==> src/rtl/rv32i_io_pkg.sv <==
// ============================================================================
// Module      : rv32i_io_pkg
// Description : UART transmitter IO map, STATUS bit positions and FSM states.
// Revision    : 1.0
// ============================================================================
`default_nettype none

package rv32i_io_pkg;

    // Word addresses (byte address >> 2) as seen on io_addr[31:2]
    localparam logic [29:0] ADDR_TXDATA  = 30'h0000_2004;   // byte 0x8010
    localparam logic [29:0] ADDR_STATUS  = 30'h0000_2005;   // byte 0x8014
    localparam logic [29:0] ADDR_BAUDDIV = 30'h0000_2006;   // byte 0x8018

    localparam int unsigned STAT_OVERFLOW = 4;
    localparam int unsigned STAT_FULL     = 3;
    localparam int unsigned STAT_EMPTY    = 2;
    localparam int unsigned STAT_BUSY     = 1;
    localparam int unsigned STAT_ACTIVE   = 0;

    typedef enum logic [1:0] {
        IDLE  = 2'd0,
        START = 2'd1,
        DATA  = 2'd2,
        STOP  = 2'd3
    } uart_state_t;

endpackage

`default_nettype wire

==> src/rtl/rv32i_sync_fifo.sv <==
// ============================================================================
// Module      : rv32i_sync_fifo
// Description : Single-clock FIFO, first-word fall-through read port.
// Revision    : 1.0
// ============================================================================
`default_nettype none

module rv32i_sync_fifo #(
    parameter int unsigned WIDTH = 8,
    parameter int unsigned DEPTH = 4
) (
    input  logic                       clk,
    input  logic                       reset,
    input  logic                       push_i,
    input  logic [WIDTH-1:0]           wdata_i,
    input  logic                       pop_i,
    output logic [WIDTH-1:0]           rdata_o,
    output logic                       full_o,
    output logic                       empty_o,
    output logic [$clog2(DEPTH):0]     count_o
);

    localparam int unsigned AW = $clog2(DEPTH);

    logic [WIDTH-1:0] mem_q [DEPTH];
    logic [AW-1:0]    wr_ptr_q;
    logic [AW-1:0]    rd_ptr_q;
    logic [AW:0]      count_q;
    logic             do_push;
    logic             do_pop;

    assign full_o  = (count_q == (AW+1)'(DEPTH));
    assign empty_o = (count_q == '0);
    assign count_o = count_q;
    assign rdata_o = mem_q[rd_ptr_q];

    assign do_pop  = pop_i && !empty_o;
    // A full FIFO still takes a push when a pop frees a slot on the same edge
    assign do_push = push_i && (!full_o || do_pop);

    always_ff @(posedge clk) begin
        if (do_push) begin
            mem_q[wr_ptr_q] <= wdata_i;
        end
    end

    always_ff @(posedge clk or posedge reset) begin
        if (reset) begin
            wr_ptr_q <= '0;
            rd_ptr_q <= '0;
            count_q  <= '0;
        end else begin
            if (do_push) begin
                wr_ptr_q <= wr_ptr_q + 1'b1;
            end
            if (do_pop) begin
                rd_ptr_q <= rd_ptr_q + 1'b1;
            end
            unique case ({do_push, do_pop})
                2'b10:   count_q <= count_q + 1'b1;
                2'b01:   count_q <= count_q - 1'b1;
                default: count_q <= count_q;
            endcase
        end
    end

endmodule

`default_nettype wire

==> src/rtl/rv32i_io_uart_tx.sv <==
// ============================================================================
// Module      : rv32i_io_uart_tx
// Description : Memory-mapped 8N1 UART transmitter with FIFO and baud divisor.
// Revision    : 1.0
// ============================================================================
`default_nettype none

module rv32i_io_uart_tx
    import rv32i_io_pkg::*;
#(
    parameter int unsigned FIFO_DEPTH   = 4,
    parameter logic [15:0] BAUD_DIV_RST = 16'd87
) (
    input  logic        clk,
    input  logic        reset,
    input  logic        io_we,
    input  logic [31:2] io_addr,
    input  logic [31:0] io_wdata,
    output logic [31:0] io_rdata,
    output logic        uart_tx,
    output logic        tx_busy
);

    localparam int unsigned CW = $clog2(FIFO_DEPTH) + 1;

    uart_state_t state_q, state_d;
    logic [15:0] baud_q, baud_d;
    logic [15:0] div_q, div_d;
    logic [15:0] cnt_q, cnt_d;
    logic [2:0]  bit_q, bit_d;
    logic [7:0]  shift_q, shift_d;
    logic        tx_q, tx_d;
    logic        ovf_q, ovf_d;
    logic [31:0] rdata_q, rdata_d;

    logic          wr_txdata, wr_status, wr_baud;
    logic          fifo_pop, fifo_full, fifo_empty, load;
    logic [7:0]    fifo_rdata;
    logic [CW-1:0] fifo_count;
    logic [4:0]    status;
    logic          unused_bits;

    assign wr_txdata = io_we && (io_addr == ADDR_TXDATA);
    assign wr_status = io_we && (io_addr == ADDR_STATUS);
    assign wr_baud   = io_we && (io_addr == ADDR_BAUDDIV);

    assign unused_bits = ^{io_wdata[31:16], fifo_count};

    rv32i_sync_fifo #(
        .WIDTH (8),
        .DEPTH (FIFO_DEPTH)
    ) u_fifo (
        .clk     (clk),
        .reset   (reset),
        .push_i  (wr_txdata),
        .wdata_i (io_wdata[7:0]),
        .pop_i   (fifo_pop),
        .rdata_o (fifo_rdata),
        .full_o  (fifo_full),
        .empty_o (fifo_empty),
        .count_o (fifo_count)
    );

    assign tx_busy  = (state_q != IDLE) || !fifo_empty;
    assign uart_tx  = tx_q;
    assign io_rdata = rdata_q;

    always_comb begin
        status                = '0;
        status[STAT_OVERFLOW] = ovf_q;
        status[STAT_FULL]     = fifo_full;
        status[STAT_EMPTY]    = fifo_empty;
        status[STAT_BUSY]     = tx_busy;
        status[STAT_ACTIVE]   = (state_q != IDLE);
    end

    always_comb begin
        baud_d  = baud_q;
        ovf_d   = ovf_q;
        rdata_d = '0;
        if (wr_baud) begin
            baud_d = (io_wdata[15:0] < 16'd2) ? 16'd2 : io_wdata[15:0];
        end
        if (wr_txdata && fifo_full && !fifo_pop) begin
            ovf_d = 1'b1;
        end else if (wr_status && io_wdata[STAT_OVERFLOW]) begin
            ovf_d = 1'b0;
        end
        if (io_addr == ADDR_STATUS) begin
            rdata_d = {27'b0, status};
        end else if (io_addr == ADDR_BAUDDIV) begin
            rdata_d = {16'b0, baud_q};
        end
    end

    // Each state holds for div cycles; the divisor is latched only at frame start
    always_comb begin
        state_d  = state_q;
        cnt_d    = cnt_q;
        bit_d    = bit_q;
        shift_d  = shift_q;
        div_d    = div_q;
        tx_d     = tx_q;
        fifo_pop = 1'b0;
        load     = 1'b0;
        unique case (state_q)
            IDLE: begin
                load = !fifo_empty;
            end
            START: begin
                if (cnt_q == 16'd0) begin
                    state_d = DATA;
                    cnt_d   = div_q - 16'd1;
                    bit_d   = 3'd0;
                    tx_d    = shift_q[0];
                end else begin
                    cnt_d = cnt_q - 16'd1;
                end
            end
            DATA: begin
                if (cnt_q == 16'd0) begin
                    cnt_d = div_q - 16'd1;
                    if (bit_q == 3'd7) begin
                        state_d = STOP;
                        tx_d    = 1'b1;
                    end else begin
                        bit_d   = bit_q + 3'd1;
                        shift_d = shift_q >> 1;
                        tx_d    = shift_q[1];
                    end
                end else begin
                    cnt_d = cnt_q - 16'd1;
                end
            end
            STOP: begin
                if (cnt_q == 16'd0) begin
                    if (!fifo_empty) begin
                        load = 1'b1;
                    end else begin
                        state_d = IDLE;
                        tx_d    = 1'b1;
                    end
                end else begin
                    cnt_d = cnt_q - 16'd1;
                end
            end
            default: begin
                state_d = IDLE;
                tx_d    = 1'b1;
            end
        endcase
        if (load) begin
            fifo_pop = 1'b1;
            state_d  = START;
            div_d    = baud_q;
            cnt_d    = baud_q - 16'd1;
            shift_d  = fifo_rdata;
            tx_d     = 1'b0;
        end
    end

    always_ff @(posedge clk or posedge reset) begin
        if (reset) begin
            state_q <= IDLE;
            baud_q  <= BAUD_DIV_RST;
            div_q   <= BAUD_DIV_RST;
            cnt_q   <= '0;
            bit_q   <= '0;
            shift_q <= '0;
            tx_q    <= 1'b1;
            ovf_q   <= 1'b0;
            rdata_q <= '0;
        end else begin
            state_q <= state_d;
            baud_q  <= baud_d;
            div_q   <= div_d;
            cnt_q   <= cnt_d;
            bit_q   <= bit_d;
            shift_q <= shift_d;
            tx_q    <= tx_d;
            ovf_q   <= ovf_d;
            rdata_q <= rdata_d;
        end
    end

endmodule

`default_nettype wire

==> config.mk <==
export PLATFORM = sky130hd
export DESIGN_NAME = rv32i_io_uart_tx
export DESIGN_NICKNAME = d
export VERILOG_FILES = /design/src/rtl/rv32i_io_pkg.sv /design/src/rtl/rv32i_sync_fifo.sv /design/src/rtl/rv32i_io_uart_tx.sv
export SDC_FILE = /design/constraint.sdc
export NUM_CORES = 1
export LEC_CHECK = 0
export CAP_MARGIN = 20
export CORE_UTILIZATION = 25
export DETAILED_ROUTE_END_ITERATION = 6
export PLACE_DENSITY_LB_ADDON = 0.08
export SYNTH_ARGS = -nofsm -noshare
export SYNTH_HDL_FRONTEND = slang
export SYNTH_HIERARCHICAL = 1
export SYNTH_SLANG_ARGS = --single-unit
==> constraint.sdc <==
create_clock -name clk -period 8.01 [get_ports clk]
set_clock_uncertainty 0.15 [all_clocks]
set_input_delay 0.801 -clock clk [delete_from_list [all_inputs] [get_ports clk]]
set_output_delay 0.801 -clock clk [all_outputs]
set_load 0.01 [all_outputs]
Word-level counts from Yosys, hierarchy flattened
Memories as Yosys holds them, arrays and structs flattened.
Index checks and enable logic that the tools add are counted.
{"block": "classes", "reduce_logical": 30, "magnitude_cmp": 1, "mux": 38, "n_eq_ne": 20, "n_addsub": 8}
{"operator": "$mux 16", "n": 6}
{"operator": "$eq 30x14->1 const B", "n": 3}
{"operator": "$sub 16x1->16 const B", "n": 3}
{"operator": "$mux 8", "n": 4}
{"operator": "$pmux 16 s2", "n": 1}
{"operator": "$ne 3x3->1 const B", "n": 6}
{"operator": "$logic_not 16->1", "n": 1}
{"operator": "$lt 16x2->1 const B", "n": 1}
{"operator": "$mux 1", "n": 13}
{"operator": "$mux 2", "n": 6}
{"operator": "$pmux 3 s2", "n": 2}
{"operator": "$reduce_bool 2->1", "n": 6}
{"operator": "$mux 3", "n": 3}
{"operator": "$logic_and 1x1->1", "n": 8}
{"operator": "$ne 2x2->1 const B", "n": 4}
{"operator": "$add 3x1->3 const B", "n": 2}
{"operator": "$eq 2x2->1 const B", "n": 3}
{"operator": "$eq 3x3->1 const B", "n": 2}
{"operator": "$pmux 2 s3", "n": 1}
{"operator": "$reduce_and 6->1", "n": 1}
{"operator": "$reduce_and 5->1", "n": 1}
{"operator": "$add 2x1->2 const B", "n": 2}
{"operator": "$eq 2x1->1 const B", "n": 2}
{"operator": "$reduce_and 4->1", "n": 1}
{"operator": "other kinds (12)", "n": 15}
{"block": "totals", "memories": 1, "input_bits": 65, "regBits": 102, "out_inout_bits": 34, "ramBits": 32}
{"name": "u_fifo.mem_q", "words": 4, "width": 8, "read_ports": 1, "rd_ports_with_merged_regs": 0, "wr": 1, "line": "rv32i_sync_fifo.sv:25", "rtl": "logic [WIDTH-1:0] mem_q [DEPTH];"}

Longest topological paths before layout
{"block": "depth", "depth_word": 10, "depth_mapped": 17, "mapped_depth_nobuf": 14}

Hierarchy
Netlist, hierarchy kept.
{"module": "rv32i_io_uart_tx", "seq_area_each_um2": 1990.7, "area_per_inst_um2": 4554.4, "n_inst": 1, "cells_each": 487}
{"module": "rv32i_sync_fifo", "seq_area_each_um2": 1136.1, "area_per_inst_um2": 1591.5, "n_inst": 1, "cells_each": 81}

Worst setup path after synthesis
No wires, ideal clock.
{"block": "synth_timing", "path_type": "register to register", "start": "register cnt_q[0]", "end": "register u_fifo.count_q[2], in the netlist u_fifo/count_o[2]", "stages_incl_launch_ff": 17, "t_arrival_ps": 3283, "synth_period_minus_slack_ps": 3512, "setup_slack_ps": 4498, "cell_sequence": "dfrtp_1 -> inv_1 -> ha_1 -> or3b_1 -> buf_6 -> nor3_2 -> a41oi_1 -> inv_2 -> buf_4 -> buf_4 -> o31a_2 -> ha_1 -> inv_1 -> fa_1 -> xor2_1 -> nor2_1 -> xor2_1"}
{"block": "synth_via", "elab_chain_len": 9, "word_cells_on_any_way": 11, "cone_classes": "eq/ne: 2; mux: 4; reduce/logical: 5"}
{"item": "start, declared", "line": "rv32i_io_uart_tx.sv:29", "rtl": "logic [15:0] cnt_q, cnt_d;"}
{"item": "start signal, assigned", "line": "rv32i_io_uart_tx.sv:177", "rtl": "cnt_q <= cnt_d;"}
{"item": "$logic_not 16->1 (*)", "line": "rv32i_io_uart_tx.sv:136", "rtl": "if (cnt_q == 16'd0) begin"}
{"item": "$mux 1 (*)", "line": "rv32i_io_uart_tx.sv:136"}
{"item": "$pmux 1 s2 (*)", "line": "rv32i_io_uart_tx.sv:106", "rtl": "unique case (state_q)"}
{"item": "$mux 1 (*)", "line": "rv32i_io_uart_tx.sv:152", "rtl": "if (load) begin"}
{"item": "named net fifo_pop", "line": "rv32i_io_uart_tx.sv:37", "rtl": "logic fifo_pop, fifo_full, fifo_empty, load;"}
{"item": "$logic_and 1x1->1 (*)", "line": "rv32i_sync_fifo.sv:37", "rtl": "assign do_pop = pop_i && !empty_o;"}
{"item": "named net u_fifo.do_pop", "line": "rv32i_sync_fifo.sv:30", "rtl": "logic do_pop;"}
{"item": "$logic_or 1x1->1", "line": "rv32i_sync_fifo.sv:39", "rtl": "assign do_push = push_i && (!full_o || do_pop);"}
{"item": "$logic_and 1x1->1", "line": "rv32i_sync_fifo.sv:39"}
{"item": "$eq 2x1->1 / $eq 2x2->1 (equally long branches)", "line": "rv32i_sync_fifo.sv:59", "rtl": "unique case ({do_push, do_pop})"}
{"item": "$pmux 3 s2 / $reduce_bool 2->1 (equally long branches)"}
{"item": "end signal, assigned", "line": "rv32i_sync_fifo.sv:60", "rtl": "2'b10: count_q <= count_q + 1'b1;"}
{"item": "end signal, assigned", "line": "rv32i_sync_fifo.sv:61", "rtl": "2'b01: count_q <= count_q - 1'b1;"}
{"item": "end signal, assigned", "line": "rv32i_sync_fifo.sv:62", "rtl": "default: count_q <= count_q;"}
{"item": "end, declared", "line": "rv32i_sync_fifo.sv:28", "rtl": "logic [AW:0] count_q;"}
The timed path passes the listed nets; every way through them passes the cells marked *.
A chain may end at the register's enable or synchronous reset.

Worst setup path after layout
{"block": "layout_timing", "start": "register cnt_q[0]", "end": "register u_fifo.count_q[2], in the netlist u_fifo/count_o[2]"}
{"block": "layout_via", "elab_chain_len": 9, "word_cells_on_any_way": 11, "cone_classes": "eq/ne: 2; mux: 4; reduce/logical: 5"}
{"item": "$logic_not 16->1 (*)", "line": "rv32i_io_uart_tx.sv:136"}
{"item": "$mux 1 (*)", "line": "rv32i_io_uart_tx.sv:136"}
{"item": "$pmux 1 s2 (*)", "line": "rv32i_io_uart_tx.sv:106"}
{"item": "$mux 1 (*)", "line": "rv32i_io_uart_tx.sv:152"}
{"item": "$logic_and 1x1->1 (*)", "line": "rv32i_sync_fifo.sv:37"}
{"item": "named net u_fifo.do_pop", "line": "rv32i_sync_fifo.sv:30"}
{"item": "$logic_or 1x1->1", "line": "rv32i_sync_fifo.sv:39"}
{"item": "$logic_and 1x1->1", "line": "rv32i_sync_fifo.sv:39"}
{"item": "$eq 2x1->1 / $eq 2x2->1 (equally long branches)", "line": "rv32i_sync_fifo.sv:59"}
{"item": "$pmux 3 s2 / $reduce_bool 2->1 (equally long branches)"}
Marked as above.

==> metrics.md <==
| Metric | Value |
|---|---|
| Initial DRC Count | `230` |
| # setup viols final | `0` |
| Worst Tran Pin Value | `693.7 ps` |
| Vias per Instance | `~4.5` |
| Crit path launch type | `flop` |
| Flop pwr share | `a little over two fifths` |
| # fillers | `between 2000 and 3000` |
| Sequential-to-total area share from yosys stat | `50.88%` |
| Synth top area share | `between 30 and 40%` |
| Hpwl dp | `11450 µm` |
| Number of global-route vias before repair | `4524` |
| Crit path kind | `flop to flop` |
| Worst-Skew Late Latency | `410 ps` |
| Cell Area, Synth | `roughly 0.0061 mm²` |
| Largest net degree at the start of global routing | `55` |
| N_diodes | `0` |
| DRT antenna net count | `0` |
| Share of cells above drive strength 1 | `14.00%` |
| DRC Markers | `0` |
| Die ar. | `about 0.025 mm²` |
| Max VDD drop | `0.0001115 V` |
| Clock Power Share | `54.2%` |
| Leak pwr | `around 3.1 nW` |
| Ranking of synthesized cells by area | `dfrtp_1 31%, edfxtp_1 16%, nand2_1 5.0%` |
| TNS Setup | `0 ps` |
| Final Max Tran Viols | `0` |
| Top_reg_cell synth | `dfrtp_1` |
| Die H | `158.8 µm` |
| Hold/Removal Path Class | `flop to flop` |
| Slew HR | `53.75%` |
| Number of synthesized register bits | `118` |
| Worst reg-to-reg setup slack | `around 3800 ps` |
| Fmax | `238.8 MHz` |
| Max-cap viol count | `0` |
| Multi-input logic area | `0.002731 mm²` |
| Via Count | `4381` |
| Gr usage total | `13.54%` |
| Number of flops mapped to enable cells by yosys | `32` |
| Arr. time, crit path | `4380 ps` |
| Max clock buf depth | `2` |
| Dpl cell area | `0.007053 mm²` |
| Final #Nets | `710` |
| Crit. End Element | `flop` |
| Detailed Routing Iterations Pass 1 | `5` |
| Fin area | `0.007656 mm²` |
| Clk sinks | `118` |
| P_sw | `313.2 µW` |
| Synth async-reset ratio | `72.88%` |
| Most frequent cells in the layout | `82 x nand2_1, 75 x dfrtp_1, 66 x clkdlybuf4s50_1` |
| Count of input and output buffers | `66` |
| Post-Syn Instances | `568` |
| Syn Area/Cell | `~11 µm²` |
| Switching Share | `21.65%` |
| Register area | `0.003127 mm²` |
| Data required time of the critical path | `8200 ps` |
| Internal Power | `1.133 mW` |
| Synthesis-to-layout area growth | `24.57%` |
| Cell Rows | `57` |
| Total global routing overflow | `0` |
| RePlAce Congestion | `0.7405` |
| Yosys top cell by area | `dfrtp_1` |
| Final min period | `4188 ps` |
| CORE AREA | `around 0.024 mm²` |
| Avg WL per Cell | `16.77 µm` |
| Hold buffers post-CTS | `0` |
| Post-CTS setup buffers | `0` |
| Final Routed Wirelength | `16220 µm` |
| Distinct cells, synth | `67` |
| First-pass GRT wire length | `26010 µm` |
| CTS H-tree depth | `4` |
| RSZ-0062 raised after global routing | `no` |
| Ys Warns | `6` |
| Combinational power share | `roughly 3.0%` |
| Die width | `around 160 µm` |
| Status | `finished, final reports clean` |
| Post-CTS resize count | `0` |
| Inserted Clock Buffers | `17` |
| Pwr Density | `~190 mW/mm²` |
| Clk slew on worst S/H paths | `60 ps` |
| Critical path fanouts, max | `54` |
| Final hold vios | `0` |
| I/O pin count | `99` |
| Initial Util | `25.35%` |
| Initial antenna violation count | `0` |
| Commonest non-fill, non-tap cell in the layout | `nand2_1` |
| CTS tree | `built` |
| Root buffer cell | `clkbuf_16` |
| Fin crit share | `52.29%` |
## sequential cells by signal, indices dropped and copies added (netlist names)
register         count
u_fifo/count_o       3
io_rdata            16
div_q               16
u_fifo/mem_q        32
ovf_q                1
uart_tx              1
baud_q              16
u_fifo/wr_ptr_q      2
bit_q                3
state_q              2
cnt_q               16
shift_q              8
u_fifo/rd_ptr_q      2
## worst paths after layout
check	depth (start not counted)	end	from
setup / recovery	14	u_fifo/count_o[2]	cnt_q[0]
hold / removal	1	ovf_q	ovf_q
setup reg to reg	14	u_fifo/count_o[2]	cnt_q[0]
hold reg to reg	1	ovf_q	ovf_q
max in group asynchronous	3	cnt_q[9]	reset
min in group asynchronous	2	u_fifo/count_o[0]	reset
## layout make-up
cell class	instances	area share (%)
repair buffers	71	9.119
clock buffers	18	5.605
flip-flops and latches	118	40.84
inverters	24	1.193
clock inverters	14	2.272
well taps	324	5.295
multi-input cells	398	35.68
## power groups by stage
stage / registers (mW) / logic [mW] / clock network, mW
after global placement: 0.630 / 0.0444 / 0
after CTS: 0.619 / 0.0453 / 0.804
final: 0.619 / 0.0437 / 0.784
after global routing: 0.619 / 0.0487 / 0.831
after detailed placement: 0.630 / 0.0452 / 0
after floorplan: 0.630 / 0.0171 / 0
## synthesized netlist by cell type, drive strengths merged, types with 5 or more instances
| cell type | number |
|---|---|
| a31oi | 5 |
| o211ai | 5 |
| xnor2 | 18 |
| inv | 24 |
| nor3 | 14 |
| mux4 | 8 |
| buf | 28 |
| ha | 14 |
| dfstp | 11 |
| a21oi | 13 |
| nand3 | 7 |
| dfrtp | 75 |
| mux2i | 9 |
| nor2 | 32 |
| and2 | 17 |
| nand2 | 83 |
| o21ai | 26 |
| mux2 | 16 |
| a22oi | 6 |
| xor2 | 22 |
| a22o | 12 |
| edfxtp | 32 |
| clkbuf | 15 |
| nor4 | 24 |
## worst max-delay path: stages (launching register included)
cell and delay [ps]:
dfrtp_1 430, inv_1 100, ha_1 200, or3b_1 490, nor3_2 530, a41oi_2 220, inv_2 70, buf_4 510
o31a_2 310, ha_1 210, inv_1 60, fa_1 380, xor2_1 150, nor2_1 120, xor2_1 140
## per-layer routing
layer / global-route usage [%] / wire length, µm
met5: 0 / 0
met4: 4.369 / 196
met3: 3.056 / 684
met2: 20.95 / 7594
met1: 18.60 / 7742
## logic make-up after synthesis
group	Yosys count	share of synthesized area, %
AOI/OAI and AO/OA	88	9.996
xor gates and xnor gates	40	5.700
adders and majority gates	15	3.176
buffers and inverters	67	5.720
DFF	118	50.88
muxes	33	7.390
other	1	0.06102
and+or+nand+nor	206	17.08
## stage by stage
| step | hold WS (ps) | util [%] | total power, mW | setup WS [ps] | instances |
|---|---|---|---|---|---|
| floorplan | 314.8 | - | 0.6473 | 4498 | 583 |
| global placement | 330.9 | 29.09 | 0.6746 | 3929 | 935 |
| detailed placement | 336.5 | 29.09 | 0.6754 | 3817 | 935 |
| CTS | 345.6 | 31.57 | 1.468 | 3789 | 967 |
| global route | 355.5 | 31.57 | 1.498 | 3519 | 967 |
| finish | 339.9 | 31.57 | 1.446 | 3822 | 967 |
No activity file was read; power rests on OpenSTA's default activity.
